==> config.mk <==
export PLATFORM = sky130hd
export DESIGN_NAME = alu_cmd_issue
export DESIGN_NICKNAME = d
export VERILOG_FILES = /design/src/rtl/alu_cmd_issue.sv
export SDC_FILE = /design/constraint.sdc
export NUM_CORES = 1
export LEC_CHECK = 0
export CAP_MARGIN = 20
export CORE_UTILIZATION = 57
export CTS_CLUSTER_SIZE = 24
export DETAILED_ROUTE_END_ITERATION = 8
export HOLD_SLACK_MARGIN = 0.05
export PLACE_DENSITY = 0.91
export SLEW_MARGIN = 25
export SYNTH_ARGS = -nofsm -noshare
export SYNTH_HDL_FRONTEND = slang
export SYNTH_SLANG_ARGS = --single-unit
==> constraint.sdc <==
create_clock -name clk -period 4.3 [get_ports clk]
set_clock_uncertainty 0.05 [all_clocks]
set_input_delay 1.075 -clock clk [delete_from_list [all_inputs] [get_ports clk]]
set_output_delay 1.075 -clock clk [all_outputs]
set_load 0.05 [all_outputs]
==> src/rtl/alu_cmd_issue.sv <==
// alu_cmd_issue: command FIFO feeding an external ALU, with a registered
// valid/ready result stage carrying the opcode and a zero flag.
module alu_cmd_issue #(
    parameter int ALU_WIDTH = 16,
    parameter int DEPTH     = 4
) (
    input  logic                         clk,
    input  logic                         rst,
    input  logic                         flush,
    input  logic                         in_valid,
    output logic                         in_ready,
    input  logic [ALU_WIDTH-1:0]         in_a,
    input  logic [ALU_WIDTH-1:0]         in_b,
    input  logic [1:0]                   in_opcode,
    output logic [ALU_WIDTH-1:0]         alu_a,
    output logic [ALU_WIDTH-1:0]         alu_b,
    output logic [1:0]                   alu_opcode,
    input  logic [ALU_WIDTH-1:0]         alu_result,
    output logic                         out_valid,
    input  logic                         out_ready,
    output logic [ALU_WIDTH-1:0]         out_result,
    output logic [1:0]                   out_opcode,
    output logic                         out_zero,
    output logic [$clog2(DEPTH+1)-1:0]   count
);
    localparam int PW = $clog2(DEPTH);
    localparam int CW = $clog2(DEPTH+1);
    localparam int EW = 2*ALU_WIDTH + 2;

    logic [EW-1:0] mem [DEPTH];
    logic [PW-1:0] rd_ptr, wr_ptr;
    logic          push, pop, empty;
    logic [EW-1:0] head;

    assign empty    = (count == '0);
    assign in_ready = (count != CW'(DEPTH));
    assign push     = in_valid & in_ready;
    assign pop      = !empty & (!out_valid | out_ready);
    assign head     = empty ? '0 : mem[rd_ptr];
    assign {alu_opcode, alu_a, alu_b} = head;

    always_ff @(posedge clk)
        if (push && !rst && !flush)
            mem[wr_ptr] <= {in_opcode, in_a, in_b};

    always_ff @(posedge clk) begin
        if (rst) begin
            rd_ptr     <= '0;
            wr_ptr     <= '0;
            count      <= '0;
            out_valid  <= 1'b0;
            out_result <= '0;
            out_opcode <= '0;
            out_zero   <= 1'b0;
        end else if (flush) begin
            rd_ptr    <= '0;
            wr_ptr    <= '0;
            count     <= '0;
            out_valid <= 1'b0;
        end else begin
            if (push)
                wr_ptr <= wr_ptr + 1'b1;
            // a pop while out_ready is low only happens when the stage is empty
            if (pop) begin
                rd_ptr     <= rd_ptr + 1'b1;
                out_result <= alu_result;
                out_opcode <= alu_opcode;
                out_zero   <= (alu_result == '0);
                out_valid  <= 1'b1;
            end else if (out_ready) begin
                out_valid <= 1'b0;
            end
            count <= count + CW'(push) - CW'(pop);
        end
    end
endmodule
==> results of run 1 <==
==> flip-flops by register name (all words and copies together) (netlist names), named ones only <==
signal      count
out_result     16
out_opcode      2
out_valid       1
rd_ptr          2
out_zero        1
mem           136
wr_ptr          2
count           3
==> cells in the mapped netlist <==
cell type,count
nor2b_1,1
o311ai_0,1
a21o_1,2
and2_4,1
nand4_1,20
nor2_1,4
nand3_1,3
inv_1,7
mux4_1,4
or3_1,1
clkbuf_1,13
xor2_1,1
dfxtp_1,29
buf_12,3
nor3_2,1
nor4_1,4
ha_1,6
nand2_1,1
buf_6,1
edfxtp_1,136
o31ai_1,19
nor3_1,1
or4_1,1
nand2b_1,1
inv_2,1
o21ai_0,2
buf_2,10
or3b_1,1
a21oi_1,24
mux4_2,30
and2_1,36
fa_1,1
and3_1,4
==> cells by family after synthesis <==
kind of cell               synth area share (%)
muxes                                      11.9
xor gates and xnor gates                  0.134
AOI/OAI and AO/OA                          4.54
and+or+nand+nor                            7.54
buffers and inverters                      3.06
DFF                                        71.3
adders and majority gates                  1.45
==> area by class of cell <==
type / instances / area [sq um] / area share, %
sequential: 165 / 4670 / 55.6
multi-input combinational: 170 / 1680 / 20.0
timing repair buffer: 126 / 1240 / 14.8
clock buffer: 17 / 425 / 5.07
tap: 140 / 175 / 2.09
clock inverter: 15 / 171 / 2.04
inverter: 8 / 30.0 / 0.358
antenna: 1 / 2.50 / 0.0298
==> layer usage <==
metal  global-route usage (%)  part of all wire (%)  up-vias
met3                     6.69                   6.6       28
met2                     43.0                    53      178
met1                     28.2                    37     1915
li1                         -                     -     1723
met4                     12.6                   2.6        0
met5                        0                     0        -
==> final timing paths <==
path                              start                          to  slack, ns  cells past startpoint
max                            register                   alu_a[12]       0.34                      4
min          out_opcode[0]$_SDFFE_PP0P_  out_opcode[0]$_SDFFE_PP0P_       0.42                      2
min reg2reg  out_opcode[0]$_SDFFE_PP0P_  out_opcode[0]$_SDFFE_PP0P_       0.42                      2
max reg2reg         count[1]$_SDFF_PP0_         count[2]$_SDFF_PP0_       1.78                     11
==> metrics by stage <==
step / cells / setup slack [ns] / util [%] / hold slack (ns)
after floorplan: 370 / 1.26 / - / 0.403
after global placement: 609 / 0.775 / 70.6 / 0.404
after detailed placement: 609 / 0.734 / 70.6 / 0.414
after CTS: 641 / 0.272 / 76.0 / 0.419
after global routing: 642 / 0.180 / 76.1 / 0.442
final: 642 / 0.343 / 76.1 / 0.420
==> worst register-to-register path, delay by kind of cell, from the launching register on <==
family	cells	cell delay [ns]
xor+xnor	1	0.16
buf+inv	3	0.16
simple gates	4	1.00
fa+ha+maj	3	0.71
flops	1	0.38
==> power breakdown <==
group | leakage, nW | internal (mW) | switching (mW)
Clock | 0.290 | 0.871 | 0.647
Combinational | 0.991 | 0.565 | 1.02
Sequential | 1.46 | 1.80 | 0.0600
Total | 2.75 | 3.23 | 1.73
==> flow_metrics.py, run 1 <==
metrics = {
    "floorplanning": {
        "die_w_um": 109,
        "core-area_sq_um": 11000,
        "dieHeight_um": 109,
        "start_util_pct": 59.3,
        "dieArea_sq_um": 11900,
        "row_count": 38,
        "ioPinCount": 113,
    },
    "place": {
        "placed_cell_area_sq_um": 7790,
        "gp_congestion": 0.794,
        "io_buffers": 112,
        "dp_hpwl_um": 8360,
    },
    "worst_setup_path": {
        "cp_num_buf_inv": 2,
        "worstPathArrival_ns": 2.83,
        "slowest_stage": "dfxtp_2",
        "startpoint_type": "register",
        "cp.required_ns": 3.17,
        "path_cells": "buf_4, mux4_2, and2_1, clkdlybuf4s50_1",
        "critPathTopFamily": "buffers and inverters",
        "worstSetupEndpointType": "output port",
        "path_class": "reg -> out",
        "cp_max_fo": 17,
        "cp_slowest_stage_delay_ns": 0.72,
    },
    "global_route": {
        "grt_start_max_net_pins": 36,
        "grt_pass1_vias": 3986,
        "grt_antenna_before_repair": 1,
        "grt_pass1_wl_um": 20700,
        "grt.total_usage_pct": 24.8,
        "gr-total-overflow": 0,
    },
    "detailed_routing": {
        "vias_per_cell": 5.99,
        "drc": 0,
        "num_vias": 3844,
        "wl_um": 13600,
        "drt-initial-drc-count": 267,
        "dr.pass1.iters": 4,
        "antenna_left": 0,
        "wl_per_cell_um": 21.1,
    },
    "final_layout": {
        "nets": 550,
        "area_delta_synth_final_pct": 28.3,
        "fillers": 636,
        "mostFrequentLayoutCells": "edfxtp_1, clkdlybuf4s50_1, and2_1, mux4_2, dfxtp_1",
        "drive_above_1_share_pct": 17.2,
        "layout_commonest_cell": "edfxtp_1",
        "fin_area_sq_um": 8390,
    },
    "sta": {
        "hold_viol": 0,
        "fin_crit_sh_pct": 92.0,
        "rsz0062_at_grt": "false",
        "fin_setup_tns_ns": 0,
        "worst_pin_slew_ns": 0.748,
        "period_needed_ns": 3.96,
        "drv_slew": 0,
        "finalSetupViolCount": 0,
        "max_slew_margin_pct": 50.1,
        "fmax_mhz": 253,
    },
    "synthesis": {
        "yosysTopAreaCellShare_pct": 62.5,
        "synth.avg_cell_area_sq_um": 17.7,
        "ys_types": 33,
        "yosys-top-cells-area": "edfxtp_1, mux4_2, dfxtp_1, and2_1, o31ai_1",
        "syn_nets": 432,
        "syn_inst": 370,
        "synth_area_sq_um": 6540,
        "ys_seq_area_share_pct": 71.3,
        "synth.yosys.warnings": 0,
        "ys_ff_latch": 165,
        "synth_top_area_cell": "edfxtp_1",
    },
    "clock_tree": {
        "cts-htree-levels": 4,
        "cts_sinks": 165,
        "cts_tree": "yes",
        "cts_buffer_depth": 2,
        "cts_buffers": 17,
        "clkLatencyLatePin_ns": 0.42,
        "cts_root_buf": "clkbuf_16",
        "cts_hold_buf": 0,
        "cts-resized-gates": 0,
        "cts.clk_slew.worst_paths_ns": 0.06,
        "cts_setup_buffers": 0,
    },
    "power": {
        "p_leak_nw": 2.75,
        "power_density_nw_per_um2": 591,
        "power.total_mw": 4.96,
        "peakVddDrop_mv": 0.490,
    },
    "min_path": {
        "hold_path_class": "reg -> reg",
    },
    "job": {
        "drv_cap": 0,
    },
    "outcome": {
        "status": "finished clean",
    },
}
Note: power is estimated with default switching activity, not from simulation.
==> run 2, diff against run 1 <==
Settings changed: RECOVER_POWER from default to 25.
==> run 2 against run 1 <==
  * Sequential power hardly changed
  * First-iteration DRC count is 30% higher
  * Global-route usage unchanged
  * Clock power is essentially flat
==> flow_metrics.py, run 2 (same netlist as run 1, synthesis figures left out) <==
metrics = {
    "sta": {
        "hold_viol": 0,
        "fin_setup_tns_ns": 0,
        "setup_ws_ns": 0.335,
        "drv_slew": 0,
        "max_slew_margin_pct": 49.0,
        "fmax_mhz": 252,
        "finalSetupViolCount": 0,
        "worst_pin_slew_ns": 0.765,
        "rsz0062_at_grt": "false",
        "hold_ws_ns": 0.417,
        "fin_crit_sh_pct": 92.2,
        "period_needed_ns": 3.96,
    },
    "worst_setup_path": {
        "ff2ff_setup_slack_ns": 1.77,
        "slowest_stage": "dfxtp_2",
        "worstSetupEndpointType": "output port",
        "worstPathArrival_ns": 2.84,
        "cp_slowest_stage_delay_ns": 0.72,
        "startpoint_type": "register",
        "r2r-end": "count[2]$_SDFF_PP0_",
        "r2r_cells": 11,
        "path_cells": "buf_4, mux4_2, and2_1, clkdlybuf4s50_1",
        "path_class": "reg -> out",
        "cp.required_ns": 3.17,
        "cp_max_fo": 17,
        "timing.rr.start": "count[1]$_SDFF_PP0_",
    },
    "place": {
        "gp_congestion": 0.794,
        "dp_hpwl_um": 8360,
        "post-place-ws_ns": 0.734,
        "io_buffers": 112,
    },
    "power": {
        "peakVddDrop_mv": 0.491,
        "p_leak_nw": 2.75,
        "power_density_nw_per_um2": 590,
    },
    "detailed_routing": {
        "antenna_left": 0,
        "drt-initial-drc-count": 348,
        "wl_per_cell_um": 21.2,
        "dr.pass1.iters": 5,
        "drc": 0,
        "wl_um": 13600,
        "num_vias": 3818,
        "vias_per_cell": 5.94,
    },
    "clock_tree": {
        "cts-htree-levels": 4,
        "cts_hold_buf": 0,
        "cts_root_buf": "clkbuf_16",
        "cts_tree": "yes",
        "cts_buffers": 17,
        "cts_setup_buffers": 0,
        "cts.clk_slew.worst_paths_ns": 0.06,
        "cts_sinks": 165,
        "clkLatencyLatePin_ns": 0.43,
        "cts_buffer_depth": 2,
        "cts-resized-gates": 0,
    },
    "global_route": {
        "grt_pass1_vias": 3986,
        "grt.total_usage_pct": 24.8,
        "grt_antenna_before_repair": 2,
        "gr-total-overflow": 0,
        "grt_start_max_net_pins": 36,
        "grt_pass1_wl_um": 20700,
    },
    "min_path": {
        "hold_path_class": "reg -> reg",
        "worstHoldPathCells": 2,
        "hold_path.startpoint": "out_opcode[0]$_SDFFE_PP0P_",
        "hold_end": "out_opcode[0]$_SDFFE_PP0P_",
    },
    "final_layout": {
        "largest_register": "mem",
        "layout_commonest_cell": "edfxtp_1",
        "reg.largest.list": "mem (136), out_result (16), count (3)",
        "mostFrequentLayoutCells": "edfxtp_1, clkdlybuf4s50_1, and2_1, mux4_2, dfxtp_1",
        "drive_above_1_share_pct": 17.2,
        "fillers": 637,
        "largest_reg_flops": 136,
        "area_delta_synth_final_pct": 28.4,
        "nets": 550,
    },
    "floorplanning": {
        "dieHeight_um": 109,
        "core-area_sq_um": 11000,
        "row_count": 38,
        "ioPinCount": 113,
        "dieArea_sq_um": 11900,
        "die_w_um": 109,
        "start_util_pct": 59.3,
    },
    "job": {
        "drv_cap": 0,
    },
    "outcome": {
        "status": "finished clean",
    },
}
==> run 2: changes by cell type in the layout (fill, tap and decap cells not counted) <==
cell	change
dlygate4sd3_1	+24
diode_2	+1
clkdlybuf4s50_1	-24
==> run 2: area by class of cell <==
type / count / area, sq um / area share [%]
inverters: 8 / 30.0 / 0.358
clock buffers: 17 / 425 / 5.07
flip-flops and latches: 165 / 4670 / 55.6
multi-input cells: 170 / 1680 / 20.0
well taps: 140 / 175 / 2.09
clock inverters: 15 / 171 / 2.04
repair buffers: 126 / 1240 / 14.8
diodes: 2 / 5.00 / 0.0596
==> run 2: worst max-delay path: cells and delay by family, from the launching register on <==
family / cells / cell delay [ns]
muxes: 1 / 0.52
and+or+nand+nor: 1 / 0.17
DFF: 1 / 0.72
buffers and inverters: 2 / 0.99
==> run 2: report_power, final <==
group          switching [mW]  internal (mW)  total, mW
sequential             0.0607           1.80       1.86
clock                   0.643          0.871       1.51
combinational            1.02          0.561       1.58
total                    1.73           3.23       4.96
==> run 2: metrics by stage <==
| step | utilization, % | instance area [sq um] | cells | power [mW] |
|---|---|---|---|---|
| after global routing | 76.1 | 8390 | 643 | 5.13 |
| final | 76.1 | 8390 | 643 | 4.96 |
| after detailed placement | 70.6 | 7790 | 609 | 3.48 |
| after CTS | 76.0 | 8390 | 641 | 4.99 |
| after global placement | 70.6 | 7790 | 609 | 3.44 |
| after floorplan | - | 6540 | 370 | 2.97 |
==> run 2: routing by layer <==
layer,up-vias,global-route usage [%],wire (um)
li1,1723,-,-
met1,1907,28.2,5110
met2,158,43.0,7280
met3,30,6.69,874
met4,0,12.6,340
met5,-,0,0
==> run 2: how the worst max path moves through the flow <==
stage	endpoint	cells after the start
2_1_floorplan	count[2]$_SDFF_PP0_	11
3_3_place_gp	alu_b[2]	4
3_5_place_dp	alu_b[8]	4
4_1_cts	alu_b[8]	4
5_1_grt	alu_b[3]	4
6_report	alu_b[3]	4
